$ cat src/rtl/axi4lite_txn_slice.sv
// Generic synchronous FIFO with wrap-bit pointers used for every slice channel.
// Latency: 1 cycle from enqueue to visible head; head data reads 0 while empty.
// Backpressure: wr_ready = !full (a same-cycle dequeue does not free a full FIFO); rd_valid = !empty.
module axi4lite_txn_slice_fifo #(
  parameter int width = 8,
  parameter int depth = 2
) (
  input  logic             clk,
  input  logic             rst,
  input  logic [width-1:0] wr_data,
  input  logic             wr_valid,
  output logic             wr_ready,
  output logic [width-1:0] rd_data,
  output logic             rd_valid,
  input  logic             rd_ready
);
  localparam int idxWidth = $clog2(depth);
  typedef logic [idxWidth:0] ptr_t;

  ptr_t             wr_ptr;
  ptr_t             rd_ptr;
  logic [width-1:0] mem [depth];
  logic             full;
  logic             empty;
  logic             push;
  logic             pop;

  assign full     = (wr_ptr[idxWidth] != rd_ptr[idxWidth]) &&
                    (wr_ptr[idxWidth-1:0] == rd_ptr[idxWidth-1:0]);
  assign empty    = (wr_ptr == rd_ptr);
  assign wr_ready = !full;
  assign rd_valid = !empty;
  assign push     = wr_valid && !full;
  assign pop      = rd_ready && !empty;
  assign rd_data  = empty ? '0 : mem[rd_ptr[idxWidth-1:0]];

  // Pointer update; reset empties the FIFO and discards anything in flight.
  always_ff @(posedge clk) begin
    if (!rst) begin
      wr_ptr <= '0;
      rd_ptr <= '0;
    end else begin
      if (push) wr_ptr <= wr_ptr + ptr_t'(1);
      if (pop)  rd_ptr <= rd_ptr + ptr_t'(1);
    end
  end

  // Storage write; contents need no reset because the head is masked while empty.
  always_ff @(posedge clk) begin
    if (push) mem[wr_ptr[idxWidth-1:0]] <= wr_data;
  end
endmodule

// AXI4-Lite transaction slice: five independent channel FIFOs with per-direction outstanding caps.
// Latency: 1 cycle forward on every channel; full throughput with fifoDepth >= 2.
// Backpressure: readies come only from registered FIFO pointers and outstanding counters.
module axi4lite_txn_slice #(
  parameter int dataWidth      = 32,
  parameter int addrWidth      = 32,
  parameter int fifoDepth      = 2,
  parameter int maxOutstanding = 4
) (
  input  logic                                  clk,
  input  logic                                  rst,
  input  logic [addrWidth-1:0]                  s_awaddr,
  input  logic [2:0]                            s_awprot,
  input  logic                                  s_awvalid,
  output logic                                  s_awready,
  input  logic [dataWidth-1:0]                  s_wdata,
  input  logic [dataWidth/8-1:0]                s_wstrb,
  input  logic                                  s_wvalid,
  output logic                                  s_wready,
  output logic [1:0]                            s_bresp,
  output logic                                  s_bvalid,
  input  logic                                  s_bready,
  input  logic [addrWidth-1:0]                  s_araddr,
  input  logic [2:0]                            s_arprot,
  input  logic                                  s_arvalid,
  output logic                                  s_arready,
  output logic [dataWidth-1:0]                  s_rdata,
  output logic [1:0]                            s_rresp,
  output logic                                  s_rvalid,
  input  logic                                  s_rready,
  output logic [addrWidth-1:0]                  m_awaddr,
  output logic [2:0]                            m_awprot,
  output logic                                  m_awvalid,
  input  logic                                  m_awready,
  output logic [dataWidth-1:0]                  m_wdata,
  output logic [dataWidth/8-1:0]                m_wstrb,
  output logic                                  m_wvalid,
  input  logic                                  m_wready,
  input  logic [1:0]                            m_bresp,
  input  logic                                  m_bvalid,
  output logic                                  m_bready,
  output logic [addrWidth-1:0]                  m_araddr,
  output logic [2:0]                            m_arprot,
  output logic                                  m_arvalid,
  input  logic                                  m_arready,
  input  logic [dataWidth-1:0]                  m_rdata,
  input  logic [1:0]                            m_rresp,
  input  logic                                  m_rvalid,
  output logic                                  m_rready,
  output logic [$clog2(maxOutstanding+1)-1:0]   wr_outstanding,
  output logic [$clog2(maxOutstanding+1)-1:0]   rd_outstanding,
  output logic [15:0]                           err_count
);
  localparam int cntWidth = $clog2(maxOutstanding + 1);
  localparam logic [cntWidth-1:0] cntMax = cntWidth'(maxOutstanding);

  logic                           wr_room;
  logic                           rd_room;
  logic                           aw_fifo_ready;
  logic                           ar_fifo_ready;
  logic                           aw_hs;
  logic                           b_hs;
  logic                           ar_hs;
  logic                           r_hs;
  logic [addrWidth+2:0]           aw_head;
  logic [addrWidth+2:0]           ar_head;
  logic [dataWidth+dataWidth/8-1:0] w_head;
  logic [dataWidth+1:0]           r_head;
  logic [1:0]                     err_inc;
  logic [16:0]                    err_sum;

  // The cap is applied on registered counts so s_awready/s_arready stay free of input paths.
  assign wr_room   = (wr_outstanding < cntMax);
  assign rd_room   = (rd_outstanding < cntMax);
  assign s_awready = aw_fifo_ready && wr_room;
  assign s_arready = ar_fifo_ready && rd_room;

  assign aw_hs = s_awvalid && s_awready;
  assign b_hs  = s_bvalid && s_bready;
  assign ar_hs = s_arvalid && s_arready;
  assign r_hs  = s_rvalid && s_rready;

  axi4lite_txn_slice_fifo #(.width(addrWidth + 3), .depth(fifoDepth)) u_aw_fifo (
    .clk(clk), .rst(rst),
    .wr_data({s_awaddr, s_awprot}), .wr_valid(s_awvalid && wr_room), .wr_ready(aw_fifo_ready),
    .rd_data(aw_head), .rd_valid(m_awvalid), .rd_ready(m_awready)
  );
  assign {m_awaddr, m_awprot} = aw_head;

  axi4lite_txn_slice_fifo #(.width(dataWidth + dataWidth/8), .depth(fifoDepth)) u_w_fifo (
    .clk(clk), .rst(rst),
    .wr_data({s_wdata, s_wstrb}), .wr_valid(s_wvalid), .wr_ready(s_wready),
    .rd_data(w_head), .rd_valid(m_wvalid), .rd_ready(m_wready)
  );
  assign {m_wdata, m_wstrb} = w_head;

  axi4lite_txn_slice_fifo #(.width(2), .depth(fifoDepth)) u_b_fifo (
    .clk(clk), .rst(rst),
    .wr_data(m_bresp), .wr_valid(m_bvalid), .wr_ready(m_bready),
    .rd_data(s_bresp), .rd_valid(s_bvalid), .rd_ready(s_bready)
  );

  axi4lite_txn_slice_fifo #(.width(addrWidth + 3), .depth(fifoDepth)) u_ar_fifo (
    .clk(clk), .rst(rst),
    .wr_data({s_araddr, s_arprot}), .wr_valid(s_arvalid && rd_room), .wr_ready(ar_fifo_ready),
    .rd_data(ar_head), .rd_valid(m_arvalid), .rd_ready(m_arready)
  );
  assign {m_araddr, m_arprot} = ar_head;

  axi4lite_txn_slice_fifo #(.width(dataWidth + 2), .depth(fifoDepth)) u_r_fifo (
    .clk(clk), .rst(rst),
    .wr_data({m_rdata, m_rresp}), .wr_valid(m_rvalid), .wr_ready(m_rready),
    .rd_data(r_head), .rd_valid(s_rvalid), .rd_ready(s_rready)
  );
  assign {s_rdata, s_rresp} = r_head;

  // Write outstanding count: request handshake adds, response handshake removes, both cancel.
  always_ff @(posedge clk) begin
    if (!rst) begin
      wr_outstanding <= '0;
    end else if (aw_hs && !b_hs) begin
      wr_outstanding <= wr_outstanding + cntWidth'(1);
    end else if (b_hs && !aw_hs) begin
      wr_outstanding <= wr_outstanding - cntWidth'(1);
    end
  end

  // Read outstanding count, same rule as writes.
  always_ff @(posedge clk) begin
    if (!rst) begin
      rd_outstanding <= '0;
    end else if (ar_hs && !r_hs) begin
      rd_outstanding <= rd_outstanding + cntWidth'(1);
    end else if (r_hs && !ar_hs) begin
      rd_outstanding <= rd_outstanding - cntWidth'(1);
    end
  end

  // Error increment for this cycle (0..2) and the saturating next value.
  always_comb begin
    err_inc = {1'b0, (b_hs && (s_bresp != 2'b00))} + {1'b0, (r_hs && (s_rresp != 2'b00))};
    err_sum = {1'b0, err_count} + {15'b0, err_inc};
  end

  // Error counter register, clamped at all-ones.
  always_ff @(posedge clk) begin
    if (!rst) begin
      err_count <= '0;
    end else begin
      err_count <= err_sum[16] ? 16'hFFFF : err_sum[15:0];
    end
  end
endmodule

$ cat config.mk
export PLATFORM = sky130hd
export DESIGN_NAME = axi4lite_txn_slice
export DESIGN_NICKNAME = d
export VERILOG_FILES = /design/src/rtl/axi4lite_txn_slice.sv
export SDC_FILE = /design/constraint.sdc
export NUM_CORES = 1
export LEC_CHECK = 0
export CORE_MARGIN = 2
export CORE_UTILIZATION = 50
export CTS_CLUSTER_SIZE = 28
export DETAILED_ROUTE_END_ITERATION = 16
export PLACE_DENSITY = 0.8
export SLEW_MARGIN = 20
export SYNTH_ARGS = -nofsm -noshare
export SYNTH_HDL_FRONTEND = slang
export SYNTH_HIERARCHICAL = 1
export SYNTH_SLANG_ARGS = --single-unit
$ cat constraint.sdc
create_clock -name clk -period 3.7 [get_ports clk]
set_clock_uncertainty 0.2 [all_clocks]
set_input_delay 0.555 -clock clk [delete_from_list [all_inputs] [get_ports clk]]
set_output_delay 0.555 -clock clk [all_outputs]
set_load 0.02 [all_outputs]
==> reports/summary.txt, run 1 <==
status -> complete, no violations
H-tree Lvls -> 2
post-CTS sizing -> 0
Layout area overhead -> 32.1%
root buffer cell -> clkbuf_16
worst hold path type -> register to register
maximum clock insertion buffer count -> 3
top cell type's share of synthesized area -> 0.597
LEAKAGE -> 6.28 nW
Critical Path Sink -> s_rdata[31]
layout net count -> 1390
Mapped Cells -> 890
Slew HR -> 0.431
CTS Buf Count -> 35
DRT Wirelength -> 29.0 mm
Iteration-0 DRC Markers -> 421
drt pass-1 iters -> 5
EDFF count, synth -> 284
core area -> 0.0279 mm2
final number of setup-violating endpoints -> 0
Mapped Area -> 0.0143 mm2
HPWL after detailed placement -> 19.8 mm
final hold vios -> 0
max_cap viols -> 0
setup_tns -> 0 ns
Critical Path Source -> u_r_fifo/rd_ptr[0]
critical path required time -> 2.94 ns
busiest grt layer -> met2
power per cell area -> 613 mW/mm2
syn_area_per_cell -> 16.1 um2
routing usage on met3 -> 0.0409
post-DR vias/cell -> 5.00
vias in the first global route -> 8380
leading area contributor after synthesis -> edfxtp_1
CTS tree -> built
total vias in the final route -> 8166
Clock transition at path regs -> 0.06 ns
Synth cell types -> 45
GRT Resource Usage Total -> 0.191
f_max -> 0.284 GHz
sequential-to-total area share from yosys stat -> 0.663
Routed wire per std cell -> 17.8 um
ratio of cells with drive above 1 in the final layout -> 0.168
Crit Reg-Reg Endpoint -> err_count[1]
DRC violations left -> 0
Worst Setup End Kind -> output pin
post-synthesis register bit count -> 331
startpoint types -> register
global routing usage on met2 -> 0.331
clock sinks -> 331
largest net degree at the start of global routing -> 37
CP arrival -> 2.76 ns
synth top area cells -> edfxtp_1 (60%), mux2i_1 (11%), nor2_4 (9.1%)
Least-Margin Pin Slew -> 0.853 ns
r2r setup slk -> 0.32 ns
FP Rows -> 61
Starting Density -> 0.511
global route total overflow -> 0
Die X -> 173 um
FF-to-FF path depth -> 12
critical path fanouts, max -> 18
DRT antenna net count -> 0
warnings from Yosys -> 6
Die ar. -> 0.0299 mm2
Skew-Pair Late Insertion Delay -> 0.50 ns
IO Port Bufs -> 327
share of flip-flops with an asynchronous set or reset -> 0
Design Power -> 11.6 mW
hold_buf cts -> 0
RSZ-0062 raised after global routing -> false
Die Ht -> 173 um
Pins Over Slew Limit -> 0
Post-CTS Setup Inserts -> 0
global-route wire length before repair -> 45.3 mm
worst r2r src -> u_r_fifo/rd_ptr[0]
final critical-path required period -> 3.52 ns
routability cong. -> 0.831
top cells by count, synth -> edfxtp_1 (284), mux2i_1 (153), nor2_4 (116)
initial antenna violation count -> 1
CP Class -> register to output pin
syn nets -> 1050
Synth Flop Type -> edfxtp_1
IO Count -> 328
crit share post-route -> 0.951
most frequent cell after synthesis -> edfxtp_1
met1 Resource Use GR -> 0.228
VDD IR-drop max -> 406 uV
power by group:
part	switching, mW	internal (mW)
clock	1.30	1.81
combinational	2.09	1.63
sequential	0.197	4.55
layout make-up:
class / instances / area [um2]
clock buffers: 55 / 981
repair buffers: 348 / 3480
flip-flops and latches: 331 / 9470
diodes: 1 / 2.50
multi-input cells: 498 / 4370
inverters: 16 / 60.1
fillers: 1949 / 9060
clock inverters: 6 / 30.0
well taps: 378 / 473
worst min path at each step:
stage,slack [ns],cells after the start,to,startpoint
finish,0.33,2,wr_outstanding[2],wr_outstanding[2]
global route,0.38,2,wr_outstanding[2],wr_outstanding[2]
CTS,0.34,2,wr_outstanding[2],wr_outstanding[2]
detailed placement,0.33,2,wr_outstanding[2],wr_outstanding[2]
global placement,0.32,2,wr_outstanding[2],wr_outstanding[2]
floorplan,0.32,2,u_b_fifo/wr_ptr[1],u_b_fifo/wr_ptr[1]
layout by cell type (no fill, tap or decap), types with 4 or more instances in the layout:
master	n
clkdlybuf4s50_1	327
edfxtp_1	284
mux2i_1	153
nor2_4	116
nor2_1	43
dfxtp_1	43
clkbuf_16	35
nand2_1	29
xnor2_1	19
clkbuf_1	17
buf_4	17
a31oi_1	14
inv_1	12
o21ai_0	11
a21oi_2	10
xor2_1	9
a21oi_1	9
a21boi_0	8
nand4_1	6
nor2b_1	5
nand3_1	5
nand4b_1	5
nor3_1	5
a21oi_4	5
nand2b_1	5
and2_1	4
and2_4	4
inv_2	4
and3b_1	4
or2b_1	4
dfxtp_2	4
buf_12	4
kinds of logic (layout without fill, tap and decap cells):
group / Yosys count / after routing / synth area share
other: 0 / 1 / 0
and+or+nand+nor: 244 / 244 / 0.139
adders and majority gates: 6 / 6 / 0.00683
muxes: 153 / 153 / 0.107
buffers and inverters: 61 / 425 / 0.0346
xor gates and xnor gates: 29 / 29 / 0.0183
DFF: 331 / 331 / 0.663
AOI/OAI and AO/OA: 66 / 66 / 0.0314
metrics by stage:
step	cell area, um2	setup slack, ns	hold slack, ns	util	instances
6_report	18900	0.181	0.329	0.675	1633
2_1_floorplan	14300	0.402	0.315	-	890
3_5_place_dp	17900	0.269	0.327	0.639	1571
5_1_grt	18900	0.0795	0.376	0.675	1633
4_1_cts	18900	0.152	0.335	0.675	1632
3_3_place_gp	17900	0.335	0.316	0.639	1571
layer usage:
| metal | wire, um | share of wire |
|---|---|---|
| met1 | 11100 | 0.38 |
| met5 | 0 | 0 |
| met4 | 1360 | 0.047 |
| met3 | 1580 | 0.055 |
| met2 | 14900 | 0.51 |
worst max-delay path: stages, from the launching register on:
cell	delay (ns)
dfxtp_1	0.52
xnor2_1	0.19
and2_4	0.36
buf_4	0.48
nor2_1	0.13
clkdlybuf4s50_1	0.56
state kept, by name (all words and copies together), names as in the netlist, 3 cells and up, named ones only:
register / count
u_w_fifo/mem: 72
u_ar_fifo/mem: 70
u_aw_fifo/mem: 70
u_r_fifo/mem: 68
err_count: 16
u_b_fifo/mem: 4
rd_outstanding: 3
wr_outstanding: 3
No activity file was read; power rests on OpenSTA's default activity.
==> run 2: changes to the inputs <==
--- a/config.mk
+++ b/config.mk
@@ -10,6 +10,7 @@
 export CTS_CLUSTER_SIZE = 28
 export DETAILED_ROUTE_END_ITERATION = 16
 export PLACE_DENSITY = 0.8
+export SETUP_SLACK_MARGIN = 0.2
 export SLEW_MARGIN = 20
 export SYNTH_ARGS = -nofsm -noshare
 export SYNTH_HDL_FRONTEND = slang
==> run 2 against run 1 <==
  * Cell area rose by 0.14%
  * Routed wire length rose by 0.93%
  * Power rose by 0.20%
  * Critical path depth did not move
  * Hold slack barely moved
  * Cell count rose by 0.12%
  * Largest power group unchanged
==> reports/summary.txt, run 2 (same netlist as run 1, synthesis figures left out) <==
global-route wire length before repair -> 45.3 mm (unchanged)
Design Power -> 11.6 mW (+0.20%)
FF-to-FF path depth -> 12 (unchanged)
status -> complete, no violations
crit share post-route -> 0.921 (-0.0302)
critical path fanouts, max -> 15 (-3)
DRC violations left -> 0 (unchanged)
startpoint types -> register
IO Count -> 328 (unchanged)
Die ar. -> 0.0299 mm2 (unchanged)
DRT Wirelength -> 29.3 mm (+0.93%)
critical path required time -> 2.94 ns (about the same)
H-tree Lvls -> 2 (unchanged)
ratio of cells with drive above 1 in the final layout -> 0.172 (+0.00371)
max reg flops -> 72 (unchanged)
Post-Place Worst Slack -> 0.269 ns (unchanged)
Critical Path Sink -> m_awaddr[8]
CP Class -> register to output pin
Post-Place Cells -> 1571 (unchanged)
Routed wire per std cell -> 17.9 um (+0.81%)
Die X -> 173 um (unchanged)
final number of setup-violating endpoints -> 0 (unchanged)
maximum clock insertion buffer count -> 3 (unchanged)
most common cell after layout, fill and taps aside -> clkdlybuf4s50_1
FP Rows -> 61 (unchanged)
CP arrival -> 2.65 ns (-0.11 ns)
Worst path max stage delay -> 0.56 ns (about the same)
Worst Setup End Kind -> output pin
worst r2r src -> u_r_fifo/wr_ptr[1]
layout net count -> 1392 (+0.14%)
hold_buf cts -> 0 (unchanged)
Pins Over Slew Limit -> 0 (unchanged)
initial antenna violation count -> 1 (unchanged)
power per cell area -> 614 mW/mm2 (about the same)
max_cap viols -> 0 (unchanged)
most frequent cells in the layout -> clkdlybuf4s50_1 (327), edfxtp_1 (284), mux2i_1 (153)
final instance count without filler cells -> 1635 (+0.12%)
Clock transition at path regs -> 0.06 ns (about the same)
worst hold path type -> register to register
IO Port Bufs -> 327 (unchanged)
routability cong. -> 0.831 (unchanged)
final critical-path required period -> 3.41 ns (-0.112 ns)
largest net degree at the start of global routing -> 37 (unchanged)
f_max -> 0.293 GHz (+3.3%)
LEAKAGE -> 6.28 nW (+0.12%)
Critical Path Source -> u_aw_fifo/rd_ptr[1]
Skew-Pair Late Insertion Delay -> 0.50 ns (about the same)
Post-CTS Setup Inserts -> 0 (unchanged)
clock sinks -> 331 (unchanged)
vias in the first global route -> 8380 (unchanged)
setup ws final -> 0.293 ns (+0.112 ns)
setup_tns -> 0 ns (unchanged)
CP Cell Sequence -> xnor2_1 > and2_4 > buf_12 > nor2_4 > clkdlybuf4s50_1
Iteration-0 DRC Markers -> 419 (-0.48%)
Crit Reg-Reg Endpoint -> err_count[1]
Least-Margin Pin Slew -> 0.858 ns (+0.00503 ns)
final hold vios -> 0 (unchanged)
post-DR vias/cell -> 5.02 (+0.33%)
CTS Buf Count -> 35 (unchanged)
RSZ-0062 raised after global routing -> true
DRT antenna net count -> 0 (unchanged)
VDD IR-drop max -> 406 uV (about the same)
Slew HR -> 0.427 (-0.00336)
Starting Density -> 0.511 (unchanged)
total vias in the final route -> 8203 (+0.45%)
global route total overflow -> 0 (unchanged)
Die Ht -> 173 um (unchanged)
root buffer cell -> clkbuf_16
HPWL after detailed placement -> 19.8 mm (unchanged)
Layout area overhead -> 32.3%
GRT Resource Usage Total -> 0.191 (unchanged)
core area -> 0.0279 mm2 (unchanged)
highest-delay cell along the critical path -> clkdlybuf4s50_1
drt pass-1 iters -> 5 (unchanged)
r2r setup slk -> 0.40 ns (+0.08 ns)
CTS tree -> built
## run 2: cell count changes in the layout (fill, tap and decap cells not counted), sizes merged
cell and delta:
and2 +2
## run 2: worst min-delay path by stage
stage	end	startpoint	slack, ns	cells after the start
2_1_floorplan	u_b_fifo/wr_ptr[1]	u_b_fifo/wr_ptr[1]	0.32	2
3_3_place_gp	wr_outstanding[2]	wr_outstanding[2]	0.32	2
3_5_place_dp	wr_outstanding[2]	wr_outstanding[2]	0.33	2
4_1_cts	wr_outstanding[2]	wr_outstanding[2]	0.34	2
5_1_grt	u_r_fifo/wr_ptr[0]	u_r_fifo/rd_ptr[0]	0.37	2
6_report	wr_outstanding[2]	wr_outstanding[2]	0.33	2
## run 2: critical path: cells and delay by family (launching register included)
kind | cells | cell delay [ns]
and+or+nand+nor | 2 | 0.47
xor gates and xnor gates | 1 | 0.50
DFF | 1 | 0.35
buffers and inverters | 2 | 0.81
## run 2: routing by layer
layer | global-route usage | wire (um)
met4 | 0.0918 | 1370
met5 | 0 | 0
met1 | 0.228 | 11200
met2 | 0.331 | 15000
met3 | 0.0409 | 1710
## run 2: final cells by class
class	count	area, um2
fillers	1947	9040
diodes	1	2.50
clock buffers	55	981
clock inverters	6	30.0
flip-flops and latches	331	9480
well taps	378	473
multi-input cells	500	4390
inverters	16	60.1
repair buffers	348	3480
## run 2: metrics by stage
step	utilization	cell area (um2)	hold slack, ns
after detailed placement	0.639	17900	0.327
after global placement	0.639	17900	0.316
after global routing	0.676	18900	0.373
after floorplan	-	14300	0.315
final	0.676	18900	0.329
after CTS	0.676	18900	0.335
## run 2: power breakdown
group	total, mW	switching [mW]	internal (mW)	leakage [nW]
Sequential	4.75	0.197	4.55	3.03
Clock	3.11	1.30	1.81	0.490
Combinational	3.73	2.10	1.63	2.76
Total	11.6	3.60	8.00	6.28
## run 2: timing repair
item | in CTS | in global routing
cloned | 0 | 2
pin swaps | 0 | 1
setup endpoints to repair | 3 | 47
gates resized for setup | 1 | 3
==> run 3: changes to the inputs <==
--- a/config.mk
+++ b/config.mk
@@ -5,6 +5,7 @@
 export SDC_FILE = /design/constraint.sdc
 export NUM_CORES = 1
 export LEC_CHECK = 0
+export ABC_AREA = 1
 export CORE_MARGIN = 2
 export CORE_UTILIZATION = 50
 export CTS_CLUSTER_SIZE = 28
==> run 3 against run 2 <==
  * Cell count rose by 14%
  * Routed wire length rose by 8.7%
  * Power rose by 1.6%
  * Clock power rose by 6%
  * Sequential power barely moved
  * Area after synthesis fell by 3.8%
  * Non-clock buffer count fell by 7
  * Core utilization rose by 0.50 points
==> reports/summary.txt, run 3 <==
VDD IR-drop max -> 326 uV (-20%)
max reg flops -> 72 (unchanged)
clock sinks -> 331 (unchanged)
Die Ht -> 170 um (-1.9%)
vias in the first global route -> 9411 (+12%)
warnings from Yosys -> 6 (unchanged)
uppermost routed layer -> met4
initial antenna violation count -> 1 (unchanged)
CP arrival -> 2.32 ns (-0.33 ns)
Die ar. -> 0.0288 mm2 (-3.7%)
layout net count -> 1660 (+19%)
Worst Setup End Kind -> output pin
Clock transition at path regs -> 0.06 ns (about the same)
final critical-path required period -> 3.08 ns (-0.331 ns)
IO Count -> 328 (unchanged)
wl on met1 -> 12.4 mm (+11%)
most frequent cell after synthesis -> nand2_1
Skew-Pair Late Insertion Delay -> 0.50 ns (about the same)
CTS Buf Count -> 35 (unchanged)
crit share post-route -> 0.831 (-0.0894)
Worst Hold Depth -> 1 (-1)
post-DR vias/cell -> 5.05 (+0.65%)
global-route wire length before repair -> 48.6 mm (+7.4%)
status -> complete, no violations
HPWL after detailed placement -> 21.4 mm (+7.8%)
core area -> 0.0270 mm2 (-3.5%)
total vias in the final route -> 9433 (+15%)
RSZ-0062 raised after global routing -> false
Starting Density -> 0.510 (-0.00158)
GRT Resource Usage Total -> 0.216 (+0.0243)
final core occ -> 0.681 (+0.00495)
DRC violations left -> 0 (unchanged)
area of the multi-input gates -> 0.00368 mm2 (-16%)
startpoint types -> register
filler instances -> 1917 (-1.5%)
post-synthesis register bit count -> 331 (unchanged)
Synth cell types -> 32 (-29%)
final number of setup-violating endpoints -> 0 (unchanged)
ratio of cells with drive above 1 in the final layout -> 0.151 (-0.0206)
maximum clock insertion buffer count -> 3 (unchanged)
DRT antenna net count -> 0 (unchanged)
design area -> 0.0184 mm2 (-2.8%)
worst hold path type -> register to register
final hold vios -> 0 (unchanged)
Seq. cell area -> 0.00947 mm2 (about the same)
FP Rows -> 60 (-1.6%)
root buffer cell -> clkbuf_16
worst r2r src -> u_r_fifo/wr_ptr[0]
leading area contributor after synthesis -> edfxtp_1
Crit Reg-Reg Endpoint -> err_count[13]
CTS tree -> built
setup_tns -> 0 ns (unchanged)
Pins Over Slew Limit -> 0 (unchanged)
WL met2 -> 16.3 mm (+8.2%)
hold path endpoint -> rd_outstanding[0]
synth top area cells -> edfxtp_1 (62%), nand2_1 (11%), a21oi_2 (8.0%)
global route total overflow -> 0 (unchanged)
critical path fanouts, max -> 35 (+20)
Synth Flop Type -> edfxtp_1
sequential-to-total area share from yosys stat -> 0.689 (+0.0263)
hold_buf cts -> 0 (unchanged)
syn nets -> 1324 (+26%)
Post-Place Cells -> 1804 (+15%)
Design Power -> 11.8 mW (+1.6%)
share of flip-flops with an asynchronous set or reset -> 0 (unchanged)
post-CTS sizing -> 1 (unchanged)
Die X -> 170 um (-1.9%)
Hold WS -> 0.310 ns (-0.0192 ns)
largest net degree at the start of global routing -> 37 (unchanged)
drt pass-1 iters -> 5 (unchanged)
top cell type's share of synthesized area -> 0.621 (+0.0237)
final instance count without filler cells -> 1868 (+14%)
f_max -> 0.325 GHz (+11%)
Iteration-0 DRC Markers -> 702 (+68%)
power per cell area -> 641 mW/mm2 (+4.5%)
Least-Margin Pin Slew -> 0.671 ns (-0.187 ns)
EDFF count, synth -> 284 (unchanged)
setup ws final -> 0.624 ns (+0.331 ns)
Routed wire per std cell -> 17.0 um (-4.9%)
routability cong. -> 0.787 (-5.3%)
top cells by count, synth -> nand2_1 (400), edfxtp_1 (284), a21oi_2 (125)
Mapped Area -> 0.0137 mm2 (-3.8%)
most frequent cells in the layout -> nand2_1 (400), clkdlybuf4s50_1 (327), edfxtp_1 (284)
Slew HR -> 0.551 (+0.124)
r2r setup slk -> 0.63 ns (+0.23 ns)
FF-to-FF path depth -> 18 (+6)
most common cell after layout, fill and taps aside -> nand2_1
Post-CTS Setup Inserts -> 0 (unchanged)
min-delay src -> rd_outstanding[0]
IO Port Bufs -> 327 (unchanged)
Post-Place Worst Slack -> 0.536 ns (+0.267 ns)
Layout area overhead -> 33.6%
DRT Wirelength -> 31.8 mm (+8.7%)
LEAKAGE -> 6.70 nW (+6.7%)
syn_area_per_cell -> 11.8 um2 (-26%)
max_cap viols -> 0 (unchanged)
CP Class -> register to output pin
critical path required time -> 2.94 ns (about the same)
H-tree Lvls -> 2 (unchanged)
Mapped Cells -> 1164 (+31%)
placed inst area -> 0.0173 mm2 (-3.3%)
met3 WL -> 2.20 mm (+29%)
==> run 3: layer usage <==
layer  track usage  vias to the layer above
li1              -                     4618
met4        0.0725                        0
met3        0.0485                       62
met2         0.389                      310
met5             0                        -
met1         0.255                     4443
==> run 3: cells by family (layout without fill, tap and decap cells) <==
kind of cell,after synthesis,in the layout,share of synthesized area
and+or+nand+nor,508,508,0.153
DFF,331,331,0.689
AOI/OAI and AO/OA,193,193,0.105
buffers and inverters,124,486,0.0443
adders and majority gates,6,6,0.00710
xor gates and xnor gates,2,2,0.00128
other,0,1,0
==> run 3: cell type report <==
cell class,count,share of cell area
Clock buffer,50,0.0542
Inverter,82,0.0177
Clock inverter,13,0.00491
Multi-Input combinational cell,709,0.200
Timing Repair Buffer,341,0.184
Antenna cell,1,0.000136
Sequential cell,331,0.516
Tap cell,341,0.0232
==> run 3: critical path, stage by stage (launching register included) <==
cell             delay [ns]
dfxtp_1                0.37
clkinvlp_4             0.54
nand2_1                0.26
a21oi_2                0.07
clkdlybuf4s50_1        0.59
==> run 3: worst max-delay path by stage <==
stage	from	end	slack (ns)	cells after the start
after floorplan	u_w_fifo/wr_ptr[0]	u_w_fifo/mem[0][0]	0.68	6
after global placement	s_bready	err_count[14]	0.62	14
after detailed placement	s_bready	err_count[15]	0.54	14
after CTS	register	m_araddr[25]	0.27	4
after global routing	u_r_fifo/wr_ptr[1]	err_count[11]	0.33	18
final	register	m_araddr[25]	0.62	4
==> run 3: power breakdown <==
part / total (mW) / switching [mW] / internal, mW
logic: 3.74 / 2.27 / 1.46
registers: 4.75 / 0.168 / 4.58
clock network: 3.29 / 1.35 / 1.94
total: 11.8 / 3.79 / 7.99
